`src/rtl/multicycle_sequencer_pkg.sv`:
```
// Shared definitions for the multi-cycle RISC-V control sequencer:
// state encodings, datapath mux codes, ALU codes, opcodes and halt causes.
package multicycle_sequencer_pkg;

    typedef enum logic [2:0] {
        ST_RESET     = 3'd0,
        ST_FETCH     = 3'd1,
        ST_DECODE    = 3'd2,
        ST_EXECUTE   = 3'd3,
        ST_MEM       = 3'd4,
        ST_WRITEBACK = 3'd5,
        ST_HALT      = 3'd6
    } state_t;

    typedef enum logic [2:0] {
        CLS_R       = 3'd0,
        CLS_I       = 3'd1,
        CLS_LW      = 3'd2,
        CLS_SW      = 3'd3,
        CLS_BEQ     = 3'd4,
        CLS_JAL     = 3'd5,
        CLS_JALR    = 3'd6,
        CLS_ILLEGAL = 3'd7
    } inst_class_t;

    // PC source select
    localparam logic [1:0] PC4   = 2'd0;
    localparam logic [1:0] PCBEQ = 2'd1;
    localparam logic [1:0] PCIMM = 2'd2;
    localparam logic [1:0] PCALU = 2'd3;

    // Register file write-data select
    localparam logic [1:0] ORIG_MEM = 2'd0;
    localparam logic [1:0] ORIG_ALU = 2'd1;
    localparam logic [1:0] ORIG_PC4 = 2'd2;

    // ALU operation codes
    localparam logic [3:0] ALU_ADD  = 4'd0;
    localparam logic [3:0] ALU_SUB  = 4'd1;
    localparam logic [3:0] ALU_AND  = 4'd2;
    localparam logic [3:0] ALU_OR   = 4'd3;
    localparam logic [3:0] ALU_XOR  = 4'd4;
    localparam logic [3:0] ALU_SLL  = 4'd5;
    localparam logic [3:0] ALU_SRL  = 4'd6;
    localparam logic [3:0] ALU_SRA  = 4'd7;
    localparam logic [3:0] ALU_SLT  = 4'd8;
    localparam logic [3:0] ALU_SLTU = 4'd9;

    // Opcodes
    localparam logic [6:0] OP_R    = 7'b0110011;
    localparam logic [6:0] OP_I    = 7'b0010011;
    localparam logic [6:0] OP_LW   = 7'b0000011;
    localparam logic [6:0] OP_SW   = 7'b0100011;
    localparam logic [6:0] OP_BEQ  = 7'b1100011;
    localparam logic [6:0] OP_JAL  = 7'b1101111;
    localparam logic [6:0] OP_JALR = 7'b1100111;

    localparam logic [2:0] F3_WORD = 3'b010;
    localparam logic [2:0] F3_BEQ  = 3'b000;

    // Halt causes
    localparam logic [1:0] HALT_NONE      = 2'd0;
    localparam logic [1:0] HALT_ILLEGAL   = 2'd1;
    localparam logic [1:0] HALT_FETCH_TMO = 2'd2;
    localparam logic [1:0] HALT_DATA_TMO  = 2'd3;

    // Maps funct3 to an ALU code; alt selects SUB for 000 and SRA for 101.
    function automatic logic [3:0] alu_from_funct3(input logic [2:0] funct3, input logic alt);
        logic [3:0] code;
        code = ALU_ADD;
        case (funct3)
            3'b000: code = alt ? ALU_SUB : ALU_ADD;
            3'b001: code = ALU_SLL;
            3'b010: code = ALU_SLT;
            3'b011: code = ALU_SLTU;
            3'b100: code = ALU_XOR;
            3'b101: code = alt ? ALU_SRA : ALU_SRL;
            3'b110: code = ALU_OR;
            3'b111: code = ALU_AND;
        endcase
        return code;
    endfunction

endpackage

```
`src/rtl/multicycle_sequencer_if.sv`:
```
// Control/handshake bundle between the sequencer, the datapath and the
// instruction/data memories. master = sequencer side.
interface multicycle_sequencer_if;

    logic [31:0] instruction;
    logic        branchEqual;
    logic        iMemReady;
    logic        dMemReady;
    logic        iMemRead;
    logic        IRWrite;
    logic        PCWrite;
    logic [1:0]  OrigPC;
    logic [1:0]  OrigWriteData;
    logic        OrigULA;
    logic [3:0]  ALUControl;
    logic        MemRead;
    logic        MemWrite;
    logic        RegWrite;
    logic        halted;
    logic [1:0]  haltCause;
    logic [2:0]  state;

    modport master (
        input  instruction, branchEqual, iMemReady, dMemReady,
        output iMemRead, IRWrite, PCWrite, OrigPC, OrigWriteData, OrigULA,
               ALUControl, MemRead, MemWrite, RegWrite, halted, haltCause, state
    );

    modport slave (
        output instruction, branchEqual, iMemReady, dMemReady,
        input  iMemRead, IRWrite, PCWrite, OrigPC, OrigWriteData, OrigULA,
               ALUControl, MemRead, MemWrite, RegWrite, halted, haltCause, state
    );

endinterface

```
`src/rtl/multicycle_sequencer_decode.sv`:
```
// Combinational instruction decoder: classifies the IR word, picks the ALU
// operation and operand-B source, and flags unsupported encodings.
module multicycle_sequencer_decode
    import multicycle_sequencer_pkg::*;
(
    input  logic [31:0] instruction,
    output inst_class_t inst_class,
    output logic [3:0]  alu_control,
    output logic        use_imm,
    output logic        legal
);

    logic [6:0] opcode;
    logic [2:0] funct3;
    logic       funct7_b5;
    logic       unused_fields;

    assign opcode        = instruction[6:0];
    assign funct3        = instruction[14:12];
    assign funct7_b5     = instruction[30];
    assign unused_fields = &{1'b0, instruction[31], instruction[29:15], instruction[11:7]};

    // Opcode/funct3 classification; I-ALU only honours funct7[5] for SRAI
    always_comb begin
        inst_class  = CLS_ILLEGAL;
        alu_control = ALU_ADD;
        use_imm     = 1'b0;
        case (opcode)
            OP_R: begin
                inst_class  = CLS_R;
                alu_control = alu_from_funct3(funct3, funct7_b5);
            end
            OP_I: begin
                inst_class  = CLS_I;
                use_imm     = 1'b1;
                alu_control = alu_from_funct3(funct3, funct7_b5 && (funct3 == 3'b101));
            end
            OP_LW: begin
                if (funct3 == F3_WORD) begin
                    inst_class = CLS_LW;
                    use_imm    = 1'b1;
                end
            end
            OP_SW: begin
                if (funct3 == F3_WORD) begin
                    inst_class = CLS_SW;
                    use_imm    = 1'b1;
                end
            end
            OP_BEQ: begin
                if (funct3 == F3_BEQ) begin
                    inst_class  = CLS_BEQ;
                    alu_control = ALU_SUB;
                end
            end
            OP_JAL: begin
                inst_class = CLS_JAL;
            end
            OP_JALR: begin
                inst_class = CLS_JALR;
                use_imm    = 1'b1;
            end
            default: begin
                inst_class = CLS_ILLEGAL;
            end
        endcase
    end

    assign legal = (inst_class != CLS_ILLEGAL);

endmodule

```
`src/rtl/multicycle_sequencer.sv`:
```
// Multi-cycle control FSM for the single-issue RISC-V datapath:
// RESET -> FETCH -> DECODE -> EXECUTE -> [MEM] -> [WRITEBACK] -> FETCH,
// with memory-ready timeouts and illegal-opcode detection leading to HALT.
// Optional performance counters are built when MULTICYCLE_PERF_EN is defined.
module multicycle_sequencer
    import multicycle_sequencer_pkg::*;
#(
    parameter int MEM_TIMEOUT   = 16,
    parameter int RESET_PC_HOLD = 1
) (
    input  logic        clock,
    input  logic        resetn,
`ifdef MULTICYCLE_PERF_EN
    output logic [31:0] cycleCount,
    output logic [31:0] instretCount,
`endif
    multicycle_sequencer_if.master bus
);

    state_t      cur_state, next_state;
    logic [7:0]  wait_count, next_wait;
    logic [2:0]  hold_count, next_hold;
    logic [1:0]  halt_cause, next_cause;

    inst_class_t dec_class;
    logic [3:0]  dec_alu;
    logic        dec_imm;
    logic        dec_legal;
    logic        rd_is_zero;
    logic        unused_branch;

    logic        i_mem_read, ir_write, pc_write, mem_read, mem_write, reg_write;
    logic [1:0]  orig_pc, orig_write_data;
    logic        orig_ula;
    logic [3:0]  alu_control;

    multicycle_sequencer_decode u_decode (
        .instruction (bus.instruction),
        .inst_class  (dec_class),
        .alu_control (dec_alu),
        .use_imm     (dec_imm),
        .legal       (dec_legal)
    );

    assign rd_is_zero    = (bus.instruction[11:7] == 5'd0);
    assign unused_branch = bus.branchEqual;

    // State, wait/hold counters and latched halt cause
    always_ff @(posedge clock or negedge resetn) begin
        if (!resetn) begin
            cur_state  <= ST_RESET;
            wait_count <= '0;
            hold_count <= '0;
            halt_cause <= HALT_NONE;
        end else begin
            cur_state  <= next_state;
            wait_count <= next_wait;
            hold_count <= next_hold;
            halt_cause <= next_cause;
        end
    end

    // Next-state and control decode; IRWrite and the SW PC update follow ready directly
    always_comb begin
        next_state      = cur_state;
        next_wait       = wait_count;
        next_hold       = hold_count;
        next_cause      = halt_cause;
        i_mem_read      = 1'b0;
        ir_write        = 1'b0;
        pc_write        = 1'b0;
        mem_read        = 1'b0;
        mem_write       = 1'b0;
        reg_write       = 1'b0;
        orig_pc         = PC4;
        orig_write_data = ORIG_MEM;
        orig_ula        = 1'b0;
        alu_control     = ALU_ADD;
        case (cur_state)
            ST_RESET: begin
                if (hold_count >= 3'(RESET_PC_HOLD)) begin
                    next_state = ST_FETCH;
                end else begin
                    next_hold = hold_count + 3'd1;
                end
            end
            ST_FETCH: begin
                i_mem_read = 1'b1;
                if (bus.iMemReady) begin
                    ir_write   = 1'b1;
                    next_state = ST_DECODE;
                end else if (wait_count == 8'(MEM_TIMEOUT - 1)) begin
                    next_state = ST_HALT;
                    next_cause = HALT_FETCH_TMO;
                end else begin
                    next_wait = wait_count + 8'd1;
                end
            end
            ST_DECODE: begin
                if (dec_legal) begin
                    next_state = ST_EXECUTE;
                end else begin
                    next_state = ST_HALT;
                    next_cause = HALT_ILLEGAL;
                end
            end
            ST_EXECUTE: begin
                alu_control = dec_alu;
                orig_ula    = dec_imm;
                case (dec_class)
                    CLS_LW, CLS_SW: next_state = ST_MEM;
                    CLS_BEQ: begin
                        pc_write   = 1'b1;
                        orig_pc    = PCBEQ;
                        next_state = ST_FETCH;
                    end
                    default: next_state = ST_WRITEBACK;
                endcase
            end
            ST_MEM: begin
                alu_control = dec_alu;
                orig_ula    = dec_imm;
                if (dec_class == CLS_LW) begin
                    mem_read = 1'b1;
                end else begin
                    mem_write = 1'b1;
                end
                if (bus.dMemReady) begin
                    if (dec_class == CLS_LW) begin
                        next_state = ST_WRITEBACK;
                    end else begin
                        pc_write   = 1'b1;
                        orig_pc    = PC4;
                        next_state = ST_FETCH;
                    end
                end else if (wait_count == 8'(MEM_TIMEOUT - 1)) begin
                    next_state = ST_HALT;
                    next_cause = HALT_DATA_TMO;
                end else begin
                    next_wait = wait_count + 8'd1;
                end
            end
            ST_WRITEBACK: begin
                alu_control = dec_alu;
                orig_ula    = dec_imm;
                reg_write   = !rd_is_zero;
                pc_write    = 1'b1;
                next_state  = ST_FETCH;
                case (dec_class)
                    CLS_LW: begin
                        orig_write_data = ORIG_MEM;
                        orig_pc         = PC4;
                    end
                    CLS_JAL: begin
                        orig_write_data = ORIG_PC4;
                        orig_pc         = PCIMM;
                    end
                    CLS_JALR: begin
                        orig_write_data = ORIG_PC4;
                        orig_pc         = PCALU;
                    end
                    default: begin
                        orig_write_data = ORIG_ALU;
                        orig_pc         = PC4;
                    end
                endcase
            end
            default: begin
                next_state = ST_HALT;
            end
        endcase
        if (next_state != cur_state) begin
            next_wait = '0;
            next_hold = '0;
        end
    end

    assign bus.iMemRead      = i_mem_read;
    assign bus.IRWrite       = ir_write;
    assign bus.PCWrite       = pc_write;
    assign bus.OrigPC        = orig_pc;
    assign bus.OrigWriteData = orig_write_data;
    assign bus.OrigULA       = orig_ula;
    assign bus.ALUControl    = alu_control;
    assign bus.MemRead       = mem_read;
    assign bus.MemWrite      = mem_write;
    assign bus.RegWrite      = reg_write;
    assign bus.halted        = (cur_state == ST_HALT);
    assign bus.haltCause     = halt_cause;
    assign bus.state         = cur_state;

`ifdef MULTICYCLE_PERF_EN
    logic retire;

    assign retire = (next_state == ST_FETCH) &&
                    ((cur_state == ST_EXECUTE) || (cur_state == ST_MEM) || (cur_state == ST_WRITEBACK));

    // Active-cycle and retired-instruction counters, wrapping at 2^32
    always_ff @(posedge clock or negedge resetn) begin
        if (!resetn) begin
            cycleCount   <= '0;
            instretCount <= '0;
        end else begin
            if ((cur_state != ST_RESET) && (cur_state != ST_HALT)) begin
                cycleCount <= cycleCount + 32'd1;
            end
            if (retire) begin
                instretCount <= instretCount + 32'd1;
            end
        end
    end
`endif

endmodule

```
`src/flat_wrapper.sv`:
```
// flat-port wrapper written by rule: the top's interface ports become plain ports
module multicycle_sequencer_flat import multicycle_sequencer_pkg::*;
#(
    parameter int MEM_TIMEOUT   = 16,
    parameter int RESET_PC_HOLD = 1
)
  (clock, resetn, bus_instruction, bus_branchEqual, bus_iMemReady, bus_dMemReady, bus_iMemRead, bus_IRWrite, bus_PCWrite, bus_OrigPC, bus_OrigWriteData, bus_OrigULA, bus_ALUControl, bus_MemRead, bus_MemWrite, bus_RegWrite, bus_halted, bus_haltCause, bus_state);
  multicycle_sequencer_if bus_i ();
  input  logic clock;
  input  logic resetn;
  input wire logic [$bits(bus_i.instruction)-1:0] bus_instruction;
  input wire logic [$bits(bus_i.branchEqual)-1:0] bus_branchEqual;
  input wire logic [$bits(bus_i.iMemReady)-1:0] bus_iMemReady;
  input wire logic [$bits(bus_i.dMemReady)-1:0] bus_dMemReady;
  output wire logic [$bits(bus_i.iMemRead)-1:0] bus_iMemRead;
  output wire logic [$bits(bus_i.IRWrite)-1:0] bus_IRWrite;
  output wire logic [$bits(bus_i.PCWrite)-1:0] bus_PCWrite;
  output wire logic [$bits(bus_i.OrigPC)-1:0] bus_OrigPC;
  output wire logic [$bits(bus_i.OrigWriteData)-1:0] bus_OrigWriteData;
  output wire logic [$bits(bus_i.OrigULA)-1:0] bus_OrigULA;
  output wire logic [$bits(bus_i.ALUControl)-1:0] bus_ALUControl;
  output wire logic [$bits(bus_i.MemRead)-1:0] bus_MemRead;
  output wire logic [$bits(bus_i.MemWrite)-1:0] bus_MemWrite;
  output wire logic [$bits(bus_i.RegWrite)-1:0] bus_RegWrite;
  output wire logic [$bits(bus_i.halted)-1:0] bus_halted;
  output wire logic [$bits(bus_i.haltCause)-1:0] bus_haltCause;
  output wire logic [$bits(bus_i.state)-1:0] bus_state;
  assign bus_i.instruction = bus_instruction;
  assign bus_i.branchEqual = bus_branchEqual;
  assign bus_i.iMemReady = bus_iMemReady;
  assign bus_i.dMemReady = bus_dMemReady;
  assign bus_iMemRead = bus_i.iMemRead;
  assign bus_IRWrite = bus_i.IRWrite;
  assign bus_PCWrite = bus_i.PCWrite;
  assign bus_OrigPC = bus_i.OrigPC;
  assign bus_OrigWriteData = bus_i.OrigWriteData;
  assign bus_OrigULA = bus_i.OrigULA;
  assign bus_ALUControl = bus_i.ALUControl;
  assign bus_MemRead = bus_i.MemRead;
  assign bus_MemWrite = bus_i.MemWrite;
  assign bus_RegWrite = bus_i.RegWrite;
  assign bus_halted = bus_i.halted;
  assign bus_haltCause = bus_i.haltCause;
  assign bus_state = bus_i.state;
  multicycle_sequencer #(.MEM_TIMEOUT(MEM_TIMEOUT), .RESET_PC_HOLD(RESET_PC_HOLD)) u_core (.clock(clock), .resetn(resetn), .bus(bus_i));
endmodule
```
`config.mk`:
```
export PLATFORM = sky130hd
export DESIGN_NAME = multicycle_sequencer_flat
export DESIGN_NICKNAME = d
export VERILOG_FILES = /design/src/rtl/multicycle_sequencer_pkg.sv /design/src/rtl/multicycle_sequencer_if.sv /design/src/rtl/multicycle_sequencer_decode.sv /design/src/rtl/multicycle_sequencer.sv /design/src/flat_wrapper.sv
export SDC_FILE = /design/constraint.sdc
export NUM_CORES = 1
export LEC_CHECK = 0
export ABC_AREA = 1
export CAP_MARGIN = 20
export CORE_ASPECT_RATIO = 0.9
export CORE_MARGIN = 2
export CORE_UTILIZATION = 44
export DETAILED_ROUTE_END_ITERATION = 16
export GPL_ROUTABILITY_DRIVEN = 0
export PLACE_DENSITY_LB_ADDON = 0.2
export SYNTH_ARGS = -nofsm -noshare
export SYNTH_HDL_FRONTEND = slang
export SYNTH_SLANG_ARGS = --single-unit
```
`constraint.sdc`:
```
create_clock -name clock -period 2.5 [get_ports clock]
set_input_delay 0.75 -clock clock [delete_from_list [all_inputs] [get_ports clock]]
set_output_delay 0.75 -clock clock [all_outputs]
set_load 0.1 [all_outputs]
```
==> results of run 1 <==
==> cells by family after synthesis <==
family / after synthesis
compound gates: 18
xor+xnor: 7
fa+ha+maj: 3
buf+inv: 33
flops: 16
mux: 1
simple gates: 131
==> repair_timing <==
| item | 4_1_cts |
|---|---|
| setup buffers | 22 |
| resized for setup | 101 |
| pin swaps | 38 |
| setup endpoints to repair | 25 |
| endpoints found under the hold margin | 0 |
==> metrics by stage <==
stage	instance area (um^2)	setup slack [ns]
2_1_floorplan	1694	-0.8711
3_3_place_gp	2619	-0.8921
3_5_place_dp	2619	-0.9779
4_1_cts	2928	-0.3546
==> impl_summary.log, run 1 <==
[metrics] top cells by area, synth: dfrtp_1 (27%), nand2_1 (9.2%), nor2_2 (7.7%)
[metrics] synthesized-area fraction occupied by ao, oa, aoi and oai cells: 0.08000
[metrics] stage where the flow stopped: global routing (5_1_grt)
[metrics] xor/xnor share of the synthesized area: 0.04170
[metrics] Initial Utilization: 0.4721
[metrics] fraction of the mapped netlist area in simple logic gates: 0.4843
[metrics] top-count cell post-synth: nand2_1
[metrics] largest family of logic cells by synthesized area: simple AND/OR/NAND/NOR gates
[metrics] library cells used by synthesis: 34
[metrics] Post-CTS Hold Fix Bufs: 0
[metrics] standard-cell row count: 19
[metrics] run status: did not finish
[metrics] htree depth: 1
[metrics] count of buffers from port buffering: 40
[metrics] number of warning messages in the yosys log: 0
[metrics] multiplexer share of the synthesized area: 0.006809
[metrics] clk sink count: 16
[metrics] I/O Pins: just under 60
[metrics] cell types with the highest counts after synthesis: nand2_1 (36), inv_1 (24), nor2_1 (23)
[metrics] CTS buffer count: 3
[metrics] worst_ep grt: bus_ALUControl[2]
[metrics] Primary FF master, synth: dfrtp_1
[metrics] Synth Area per Inst: 7.034 um^2
[metrics] placed cell count: 333
[metrics] share of the synthesized area in the top cell type: 0.2723
[metrics] Clk Tree Root Cell: clkbuf_8
[metrics] share of the yosys chip area belonging to registers: 0.2723
[metrics] syn nets: 249
[metrics] kind of pin the worst path terminates on: output port
[metrics] count of flip-flops with a built-in enable after synthesis: 0
[metrics] area of the mapped netlist: 1470 um^2
[metrics] count of state elements after synthesis: 16
[metrics] height of the die: roughly 59 um
[metrics] Post-synth ARST share: 1.000
[metrics] first error: [ERROR DPL-0038] Utilization greater than 100%, impossible to legalize
[metrics] Synth Area in Adders: 0.02553
[metrics] HPWL after DPL: 3.674 mm
[metrics] die extent in x: between 60 and 70 um
[metrics] area leader, netlist: dfrtp_1
[metrics] number of standard cells after synthesis: 209
[metrics] deepest clock path buffer count: 2
[metrics] pin count of the biggest net entering global routing: 17
==> inputs of run 2 (changes only) <==
CORE_ASPECT_RATIO = default   (was 0.9)
CORE_UTILIZATION = 40   (was 44)
PLACE_DENSITY_LB_ADDON = 0.15   (was 0.2)
==> run 2 against run 1 <==
Effect of this change: the flow now finishes, with violations (setup timing); synthesized area unchanged; synthesized cell count is the same.
==> impl_summary.log, run 2 <==
[metrics] run status: finished with violations (was did not finish)
[metrics] failing checks: setup timing
[metrics] deepest clock path buffer count: 2 (unchanged)
[metrics] number of hold violations in the final report: 0
[metrics] aggregate global routing overflow: 0
[metrics] antenna violations before repair: 0
[metrics] critical path data required time: around 1.8 ns
[metrics] DRC violation count after routing: 0
[metrics] number of flip-flops in the largest register: 8
[metrics] count of buffers from port buffering: 40 (unchanged)
[metrics] vias per std cell: 5.269
[metrics] area of the die: between 4000 and 5000 um^2
[metrics] cell types with the highest counts after synthesis: nand2_1 (36), inv_1 (24), nor2_1 (23) (unchanged)
[metrics] global-route wire length before repair: 8.976 mm
[metrics] Routed WL: between 5 and 6 mm
[metrics] syn nets: 249 (unchanged)
[metrics] Clock Skew: between 0.004 and 0.005 ns
[metrics] library cells used by synthesis: 34 (unchanged)
[metrics] final worst path period share: 1.179
[metrics] area of the mapped netlist: 1470 um^2 (unchanged)
[metrics] number of global-route vias before repair: 2015
[metrics] crit end category: output port
[metrics] count of inserted antenna diode cells: 0
[metrics] area of combinational cells with multiple inputs: 1236 um^2
[metrics] maximum capacitance violations: 0
[metrics] register name with the most flops: u_core.wait_count
[metrics] via count of the routed design: ~1900
[metrics] htree depth: 1 (unchanged)
[metrics] Clk Tree Root Cell: clkbuf_8 (unchanged)
[metrics] CTS tree: yes
[metrics] top cells by area, synth: dfrtp_1 (27%), nand2_1 (9.2%), nor2_2 (7.7%) (unchanged)
[metrics] leading cell types in the layout, fill and taps excluded: buf_4 (56), nand2_1 (23), buf_12 (19)
[metrics] Core ar.: 3606 um^2
[metrics] fill cell total of the finished layout: 190
[metrics] kind of critical path: in2out
[metrics] Leak: approximately 1.4 nW
[metrics] top-count cell post-synth: nand2_1 (unchanged)
[metrics] CP max stage delay: 0.21 ns
[metrics] cell family with the largest share of critical-path delay: simple AND/OR/NAND/NOR gates
[metrics] final-report setup violation count: 13
[metrics] slowest CP cell: a21o_1
[metrics] CTS buffer count: 3 (unchanged)
[metrics] setup_tns: -4.110 ns
[metrics] cell repeated most along the worst path: nor2_4
[metrics] global router's overall resource usage: 0.2690
[metrics] count of antenna-violating nets left after detailed routing: 0
[metrics] Synth Area per Inst: 7.034 um^2 (unchanged)
[metrics] Sequential Area: 411.6 um^2
[metrics] share of layout cells above drive strength 1: 0.6361
[metrics] area leader, netlist: dfrtp_1 (unchanged)
[metrics] Post-synth ARST share: 1.000 (unchanged)
[metrics] hold slack final: 0.5294 ns
[metrics] type of origin of the critical path: primary input
[metrics] total cell area at the placement stage: 2626 um^2 (was 2619 um^2)
[metrics] net count reported at finish: 357
[metrics] HPWL after DPL: 3.241 mm (was 3.674 mm)
[metrics] Final Core Density: 0.8466
[metrics] I/O Pins: 58 (unchanged)
[metrics] max frequency: 0.3392 GHz
[metrics] clk sink count: 16 (unchanged)
[metrics] clock-pin transition on the worst setup and hold timing paths: 0.07 ns
[metrics] maximum fanout along the worst path: 6
[metrics] clock latency on the worst-skew pair: 0.25 ns
[metrics] combined buffer and inverter count along the critical path: 5
[metrics] unrepaired setup endpoints after global routing: yes
[metrics] normalized max-slew margin: 0.7227
[metrics] number of standard cells after synthesis: 209 (unchanged)
[metrics] standard-cell row count: 22 (was 19)
[metrics] final period demand of the worst path: a little under 3 ns
[metrics] count of state elements after synthesis: 16 (unchanged)
[metrics] Area growth, synth to finish: 107.7%
[metrics] number of warning messages in the yosys log: 0 (unchanged)
[metrics] cell area after layout: 3053 um^2
[metrics] Initial Utilization: 0.4077 (was 0.4721)
[metrics] maximum VDD drop: 146.5 uV
[metrics] share of the synthesized area in the top cell type: 0.2723 (unchanged)
[metrics] most frequent standard cell in the layout excluding fill and tap cells: buf_4
[metrics] worst path setup slack after routing: -0.4482 ns
[metrics] height of the die: 64.63 um (was 58.84 um)
[metrics] path type of the worst min-delay path: reg2reg
[metrics] share of the yosys chip area belonging to registers: 0.2723 (unchanged)
[metrics] worst endpoint data arrival time: roughly 2.2 ns
[metrics] router iterations before antenna repair: 5
[metrics] die extent in x: 64.63 um (was 64.93 um)
[metrics] CP Cell Sequence: buf_8 > inv_8 > nand2_4 > nor2_4 > nand2_2 > nor2_4 > inv_2 > a21o_1 > buf_6 > a21oi_4 > buf_12
[metrics] Worst Tran Pin Value: ~0.41 ns
[metrics] pin count of the biggest net entering global routing: 17
[metrics] Slew Limit Fails: 0
[metrics] Post-CTS Hold Fix Bufs: 0 (unchanged)
[metrics] Primary FF master, synth: dfrtp_1 (unchanged)
[metrics] PD cells: 202.2 nW/um^2
[metrics] number of DRC markers in iteration 0: 135
[metrics] count of flip-flops with a built-in enable after synthesis: 0 (unchanged)
[metrics] drt wl/cell: 15.32 um
run 2: cell counts after synthesis:
No cell type changed its count.
run 2: timing repair:
item / CTS / global route
setup endpoints to repair: 26 / 24
gates resized for setup: 99 / 16
setup buffers: 22 / 5
pin swaps: 34 / 17
cloned: 1 / 0
run 2: worst min-delay path, stage by stage (launching register included):
cell and delay [ns]:
dfrtp_1 0.36, a21oi_1 0.05, nor2_1 0.09
run 2: kinds of logic after synthesis:
kind of cell             count (synthesis)  synth area share
AO/OA/AOI/OAI                           18           0.08000
XOR/XNOR                                 7           0.04170
adder cells (fa/ha/maj)                  3           0.02553
buffers and inverters                   33           0.08936
flip-flops                              16            0.2723
multiplexers                             1          0.006809
AND/OR/NAND/NOR                        131            0.4843
run 2: power breakdown:
part	internal, mW	switching (mW)
Combinational	0.0674	0.0626
Clock	0.140	0.0890
Sequential	0.259	0
Total	0.466	0.152
run 2: final cells by class:
cell class	count	share of cell area
tap	48	0.01967
timing repair buffer	104	0.3660
sequential	16	0.1348
inverter	32	0.05656
multi-input combinational	160	0.4049
clock buffer	4	0.01803
run 2: layer usage:
metal  up-vias  GRT usage  share of wire
met5         -          0              0
met4         0     0.1064          0.023
met3        22    0.02778          0.058
met2        96     0.5026           0.53
met1       909     0.3124           0.39
li1        891          -              -
run 2: worst paths after layout:
| path | end | slack, ns | cells past startpoint | startpoint |
|---|---|---|---|---|
| min in group asynchronous | u_core.bus.haltCause[1] | 0.82 | 2 | resetn |
| max reg2reg | u_core.wait_count[7] | 0.18 | 15 | u_core.wait_count[0] |
| min | u_core.bus.haltCause[0] | 0.53 | 2 | u_core.bus.haltCause[0] |
| max | bus_ALUControl[0] | -0.45 | 11 | bus_instruction[2] |
| max in group asynchronous | u_core.bus.state[1] | 1.47 | 2 | resetn |
| min reg2reg | u_core.bus.haltCause[0] | 0.53 | 2 | u_core.bus.haltCause[0] |
run 2: per-stage QoR:
step / instances / setup slack (ns) / power (mW)
finish: 364 / -0.4482 / 0.6174
global route: 364 / -0.4893 / 0.6399
CTS: 362 / -0.3578 / 0.6106
detailed placement: 339 / -0.8997 / 0.3694
global placement: 339 / -0.8831 / 0.3675
floorplan: 209 / -0.8711 / 0.2985
No activity file was read; power rests on OpenSTA's default activity.
